`src/rtl/pipe_stage_reg.sv`:
```
// Pipeline stage register with valid/ready handshake, stall, flush with bubble
// insertion and an optional second (skid) entry that breaks the out_ready->in_ready path.
module pipe_stage_reg #(
   parameter int unsigned DATA_W = 64,
   parameter int unsigned CTRL_W = 16,
   parameter int unsigned SKID   = 0
) (
   input  logic              clock,
   input  logic              reset,
   input  logic              stall,
   input  logic              flush,
   input  logic              in_valid,
   output logic              in_ready,
   input  logic [DATA_W-1:0] in_data,
   input  logic [CTRL_W-1:0] in_ctrl,
   output logic              out_valid,
   input  logic              out_ready,
   output logic [DATA_W-1:0] out_data,
   output logic [CTRL_W-1:0] out_ctrl,
   output logic [1:0]        occupancy
);

   localparam bit HasSkid = (SKID != 0);

   logic              head_valid_q, head_valid_d;
   logic [DATA_W-1:0] head_data_q, head_data_d;
   logic [CTRL_W-1:0] head_ctrl_q, head_ctrl_d;
   logic              skid_valid_q, skid_valid_d;
   logic [DATA_W-1:0] skid_data_q, skid_data_d;
   logic [CTRL_W-1:0] skid_ctrl_q, skid_ctrl_d;
   logic              accept;
   logic              rel;

   always_comb begin
      if (HasSkid) begin
         in_ready = !reset && !stall && !skid_valid_q;
      end else begin
         in_ready = !reset && !stall && (!head_valid_q || out_ready);
      end
      // Flush drops the incoming beat and suppresses the release of the head.
      accept = in_valid && in_ready && !flush;
      rel    = head_valid_q && out_ready && !stall && !flush;
   end

   always_comb begin
      head_valid_d = head_valid_q;
      head_data_d  = head_data_q;
      head_ctrl_d  = head_ctrl_q;
      skid_valid_d = skid_valid_q;
      skid_data_d  = skid_data_q;
      skid_ctrl_d  = skid_ctrl_q;
      if (flush) begin
         head_valid_d = 1'b0;
         skid_valid_d = 1'b0;
         head_ctrl_d  = '0;
         skid_ctrl_d  = '0;
      end else if (!stall) begin
         if (skid_valid_q) begin
            // in_ready is low here, so only the skid->head move can occur.
            if (rel) begin
               head_data_d  = skid_data_q;
               head_ctrl_d  = skid_ctrl_q;
               skid_valid_d = 1'b0;
            end
         end else if (accept) begin
            if (!head_valid_q || rel) begin
               head_valid_d = 1'b1;
               head_data_d  = in_data;
               head_ctrl_d  = in_ctrl;
            end else if (HasSkid) begin
               skid_valid_d = 1'b1;
               skid_data_d  = in_data;
               skid_ctrl_d  = in_ctrl;
            end
         end else if (rel) begin
            head_valid_d = 1'b0;
         end
      end
   end

   always_ff @(posedge clock) begin
      if (reset) begin
         head_valid_q <= 1'b0;
         head_data_q  <= '0;
         head_ctrl_q  <= '0;
         skid_valid_q <= 1'b0;
         skid_data_q  <= '0;
         skid_ctrl_q  <= '0;
      end else begin
         head_valid_q <= head_valid_d;
         head_data_q  <= head_data_d;
         head_ctrl_q  <= head_ctrl_d;
         skid_valid_q <= skid_valid_d;
         skid_data_q  <= skid_data_d;
         skid_ctrl_q  <= skid_ctrl_d;
      end
   end

   always_comb begin
      out_valid = head_valid_q;
      out_data  = head_data_q;
      out_ctrl  = head_valid_q ? head_ctrl_q : '0;
      occupancy = {1'b0, head_valid_q} + {1'b0, skid_valid_q};
   end

endmodule

```
`config.mk`:
```
export PLATFORM = sky130hd
export DESIGN_NAME = pipe_stage_reg
export DESIGN_NICKNAME = d
export VERILOG_FILES = /design/src/rtl/pipe_stage_reg.sv
export SDC_FILE = /design/constraint.sdc
export NUM_CORES = 1
export LEC_CHECK = 0
export ABC_CLOCK_PERIOD_IN_PS = 4100
export CORE_UTILIZATION = 35
export DETAILED_ROUTE_END_ITERATION = 10
export GPL_TIMING_DRIVEN = 0
export PLACE_DENSITY = 0.8
export RECOVER_POWER = 25
export SYNTH_ARGS = -nofsm -noshare
export SYNTH_HDL_FRONTEND = slang
export SYNTH_SLANG_ARGS = --single-unit
```
`constraint.sdc`:
```
create_clock -name clock -period 4.1 [get_ports clock]
set_input_delay 1.025 -clock clock [delete_from_list [all_inputs] [get_ports clock]]
set_output_delay 1.025 -clock clock [all_outputs]
set_load 0.05 [all_outputs]
```
==> impl_metrics.tcl, run 1 <==
set metrics [dict create \
    status "finished, final reports clean" \
    dp_cells 526 \
    reg2reg_setup_slack_ps 2050 \
    crit_family "buffers and inverters" \
    core_area_sq_um 7850 \
    cp.required_ps 3070 \
    power.density_nw_per_um2 358 \
    cts_buffers 9 \
    synth_ff_type "dfxtp_1" \
    synthTopCellsByArea "dfxtp_1 57%, a32o_1 22%, nand2_1 4.1%" \
    ctsRootBufferMaster "clkbuf_8" \
    fmax_mhz 271 \
    crit_buf_inv 2 \
    diodes 0 \
    syn_nets 342 \
    cts_buffer_depth 2 \
    globalplace.congestion 0.747 \
    via_per_inst 5.16 \
    path_cells "dlygate4sd3_1, nor2b_1, nor3_1, clkdlybuf4s50_1" \
    synth_common_cells "82 x dfxtp_1, 64 x a32o_1, 32 x nand2_1" \
    p_sw_frac 0.253 \
    grt_usage 0.191 \
    p_int_w 0.00131 \
    hold_class "reg -> reg" \
    pre_cts_ws_ps 493 \
    clock_latency_ps 340 \
    setup_ws_ps 407 \
    drive_gt1_frac 0.0682 \
    p_total_w 0.00175 \
    drc_errors 0 \
    syn_inst 255 \
    power.leakage_nw 1.75 \
    crit_type "in -> out" \
    synth_edf_count 0 \
    pin_count 170 \
    fin_setup_tns_ps 0 \
    rsz0062_at_grt "false" \
    finalSetupViolCount 0 \
    rows 32 \
    maxCapViolations 0 \
    start_kind "primary input" \
    ant_nets 0 \
    yosysMostFrequentCell "dfxtp_1" \
    die_w_um 93.0 \
    area_growth_pct 69.1 \
    end_kind "output port" \
    async_flop_share 0 \
    cts_tree "done" \
    fin_hold_ws_ps 470 \
    syn-cell-area_sq_um 2900 \
    cp_max_fo 5 \
    cts.clk_slew.worst_paths_ps 80 \
    dieArea_sq_um 8640 \
    seq_area_frac_synth 0.567 \
    dr.pass1.iters 6 \
    avgSynthCellArea_sq_um 11.4 \
    vias 2799 \
    hold_buffers 0 \
    pwr-share-seq 0.474 \
    pwr-share-clk 0.368 \
    initial_core_util 0.369 \
    yosysTopAreaCell "dfxtp_1" \
    grt_pass1_vias 2838 \
    ys_ff_latch 82 \
    grt_pass1_wl_mm 13.2 \
    fin_cells 542 \
    fin_skew_ps 7.31 \
    synth_top_area_frac 0.567 \
    wl_mm 8.43 \
    grt-ovfl-total 0 \
    timing.final.crit_period_ps 3690 \
    hold_viol_final 0 \
    cts_setup_buffers 0 \
    min_period_over_period 0.901 \
    combPwrFrac 0.158 \
    crit_path_max_incr_delay_ps 710 \
    cts.sinks 82 \
    grt_max_degree 15 \
    nNetsFinal 522 \
    drt-wirelength-per-cell_um 15.6 \
    synthDistinctLibCells 24 \
    peakVddDrop_v 0.000226 \
    drt_iter0_markers 113 \
    cts-htree-levels 3 \
    dp_hpwl_mm 6.21 \
    fillers 670 \
    io_buffer_count 169 \
    cpMaxStageDelayCell "clkdlybuf4s50_1" \
    p_switching_w 0.000443 \
    grt_antenna_before_repair 0 \
    crit_arrival_ps 2670 \
    relSlewSlack 0.627 \
    yosysWarningCount 0 \
    drv_slew 0 \
    ctsResizeCount 0 \
    dieHeight_um 93.0 \
    worst_pin_slew_ps 560 \
]
==> final timing paths <==
check,from,endpoint,cells past startpoint
worst min-delay path,head_ctrl_q[7],head_ctrl_q[7],2
worst min register to register,head_ctrl_q[7],head_ctrl_q[7],2
worst max register to register,out_valid,out_data[33],6
worst max-delay path,out_ready,in_ready,4
==> layout make-up <==
class	instances	area [sq um]	share of cell area
sequential	82	1640	0.335
clock inverter	6	90.1	0.0184
buffer	28	128	0.0261
multi-input combinational	143	1070	0.219
timing repair buffer	169	1690	0.345
tap	102	128	0.0261
inverter	2	7.51	0.00153
clock buffer	10	138	0.0281
==> layout by cell type, fill, tap and decap left out, types with 2 or more instances in the layout <==
cell             instances
clkbuf_8                10
o22ai_1                 16
nor2_1                   2
dfxtp_1                 82
clkdlybuf4s50_1        167
bufinv_16                2
dlygate4sd3_1            2
a32o_1                  64
nand2_1                 32
clkbuf_1                17
clkinv_4                 2
nand2b_1                 2
buf_2                    9
and2_1                  16
==> stage by stage <==
step,utilization,cell area (sq um)
floorplan,-,2900
finish,0.624,4900
detailed placement,0.601,4710
global route,0.624,4900
CTS,0.630,4940
global placement,0.601,4710
==> metal layers <==
| layer | up-vias | wire (um) | GRT usage |
|---|---|---|---|
| li1 | 1349 | - | - |
| met1 | 1321 | 3570 | 0.223 |
| met2 | 119 | 4090 | 0.339 |
| met3 | 10 | 694 | 0.0509 |
| met4 | 0 | 78 | 0.0590 |
| met5 | - | 0 | 0 |
==> power by group through the flow <==
stage / Combinational (W) / Sequential [W] / Clock (W)
6_report: 0.000277 / 0.000832 / 0.000646
5_1_grt: 0.000291 / 0.000835 / 0.000698
4_1_cts: 0.000282 / 0.000832 / 0.000664
3_5_place_dp: 0.000281 / 0.000850 / 0
3_3_place_gp: 0.000278 / 0.000849 / 0
2_1_floorplan: 0.0000613 / 0.000925 / 0
==> state kept, by name (all words and copies together) (netlist names) <==
name,count
out_data,64
skid_valid_q,1
out_valid,1
head_ctrl_q,16
==> worst min-delay path, stage by stage (launching register included) <==
cell,delay (ps)
dfxtp_1,310
nand2_1,50
o22ai_1,60
==> cells by family (layout without fill, tap and decap cells) <==
family / count (synthesis) / count (layout) / share of synthesized area
AOI/OAI and AO/OA: 85 / 85 / 0.272
adders and majority gates: 1 / 1 / 0.00432
buffers and inverters: 30 / 215 / 0.0622
DFF: 82 / 82 / 0.567
and+or+nand+nor: 57 / 57 / 0.0946
(Power assumes the default switching activity.)
==> inputs of run 2 (changes only) <==
ABC_CLOCK_PERIOD_IN_PS = 3350   (was 4100)
CORE_UTILIZATION = 34   (was 35)
PLACE_DENSITY = 0.81   (was 0.8)
TNS_END_PERCENT = 100   (was unset)
clock period = 3.35 ns   (was 4.1 ns; I/O delays follow)
==> impl_metrics.tcl, run 2 (synthesis results as in run 1) <==
set metrics [dict create \
    status "finished, final reports clean" \
    regArea_sq_um 1640 \
    cts-htree-levels 3 \
    pre_cts_ws_ps 111 \
    end_kind "output port" \
    fmax_mhz 304 \
    area_growth_pct 68.1 \
    cts.clk_slew.worst_paths_ps 80 \
    cts_buffers 9 \
    drt-wirelength-per-cell_um 15.6 \
    nNetsFinal 522 \
    cp.required_ps 2510 \
    grt_pass1_wl_mm 13.0 \
    pin_count 170 \
    cp_max_fo 5 \
    clock_latency_ps 340 \
    drt_iter0_markers 72 \
    layout_common_cells "168 x clkdlybuf4s50_1, 82 x dfxtp_1, 64 x a32o_1" \
    dr.pass1.iters 4 \
    globalplace.congestion 0.795 \
    cts_buffer_depth 2 \
    p_int_w 0.00157 \
    min_from "head_ctrl_q[7]" \
    start_kind "primary input" \
    grt_antenna_before_repair 0 \
    drv_slew 0 \
    cts_setup_buffers 0 \
    dieArea_sq_um 8890 \
    dp_hpwl_mm 6.05 \
    crit_arrival_ps 2450 \
    cts_tree "done" \
    die_w_um 94.3 \
    layout_commonest_cell "clkdlybuf4s50_1" \
    crit_type "in -> out" \
    hold_class "reg -> reg" \
    vias 2798 \
    dieHeight_um 94.3 \
    io_buffer_count 169 \
    fin_skew_ps 8.73 \
    fillers 708 \
    maxCapViolations 0 \
    wl_mm 8.47 \
    hold_end "head_ctrl_q[7]" \
    pwr-share-clk 0.357 \
    initial_core_util 0.352 \
    rows 33 \
    finalSetupViolCount 0 \
    drc_errors 0 \
    cts.sinks 82 \
    grt_usage 0.187 \
    core_area_sq_um 8220 \
    largest_reg_flops 64 \
    power.leakage_nw 1.74 \
    ant_nets 0 \
    drive_gt1_frac 0.0594 \
    min_period_over_period 0.982 \
    grt-ovfl-total 0 \
    setup_ws_ps 61.7 \
    whs_path_depth 2 \
    multiInputGateArea_sq_um 1070 \
    ctsResizeCount 0 \
    crit-reg2reg-capture "head_ctrl_q[10]" \
    diodes 0 \
    hold_buffers 0 \
    r2r_cells 5 \
    p_sw_frac 0.253 \
    worst_pin_slew_ps 826 \
    ctsRootBufferMaster "clkbuf_8" \
    grt_pass1_vias 2750 \
    pwr-share-seq 0.483 \
    hold_viol_final 0 \
    rsz0062_at_grt "false" \
    p_switching_w 0.000533 \
    fin_setup_tns_ps 0 \
    reg2reg_setup_slack_ps 1290 \
    grt_max_degree 14 \
    power.density_nw_per_um2 433 \
    via_per_inst 5.15 \
    rr_startpoint "out_valid" \
    relSlewSlack 0.446 \
    peakVddDrop_v 0.000232 \
    timing.final.crit_period_ps 3290 \
    combPwrFrac 0.160 \
]
-- run 2: final cells by class --
type | count | area share
Inverter | 2 | 0.00154
Clock buffer | 9 | 0.0255
Clock inverter | 5 | 0.0167
Sequential cell | 82 | 0.337
Multi-Input combinational cell | 143 | 0.220
Tap cell | 105 | 0.0270
Timing Repair Buffer | 169 | 0.348
Buffer | 28 | 0.0247
-- run 2: critical path: stages --
cell	delay, ps
clkdlybuf4s50_1	500
nor2b_1	110
nor3_1	160
clkdlybuf4s50_1	840
-- run 2: worst max path at each step --
stage	start	depth (start not counted)	end
6_report	out_ready	4	in_ready
5_1_grt	out_ready	4	in_ready
4_1_cts	out_ready	4	in_ready
3_5_place_dp	out_ready	4	in_ready
3_3_place_gp	out_ready	4	in_ready
2_1_floorplan	out_ready	2	in_ready
-- run 2: through the flow --
stage / std cells / util / area [sq um] / hold slack [ps] / total power [W]
3_5_place_dp: 529 / 0.574 / 4720 / 456 / 0.00139
2_1_floorplan: 255 / - / 2900 / 442 / 0.00121
3_3_place_gp: 529 / 0.574 / 4720 / 449 / 0.00138
4_1_cts: 543 / 0.599 / 4920 / 468 / 0.00214
5_1_grt: 543 / 0.592 / 4870 / 496 / 0.00219
6_report: 543 / 0.592 / 4870 / 467 / 0.00211
-- run 2: power groups by stage --
stage	clock network (W)	registers, W	logic (W)
after global routing	0.000813	0.00102	0.000357
final	0.000752	0.00102	0.000338
after detailed placement	0	0.00104	0.000344
after CTS	0.000772	0.00102	0.000346
after floorplan	0	0.00113	0.0000750
after global placement	0	0.00104	0.000340
-- run 2: metal layers --
metal	GRT usage	vias to the layer above	wire length (um)	part of all wire
met5	0	-	0	0
met4	0.0756	0	133	0.016
met3	0.0518	11	532	0.063
met2	0.306	100	4150	0.49
met1	0.230	1341	3650	0.43
li1	-	1346	-	-
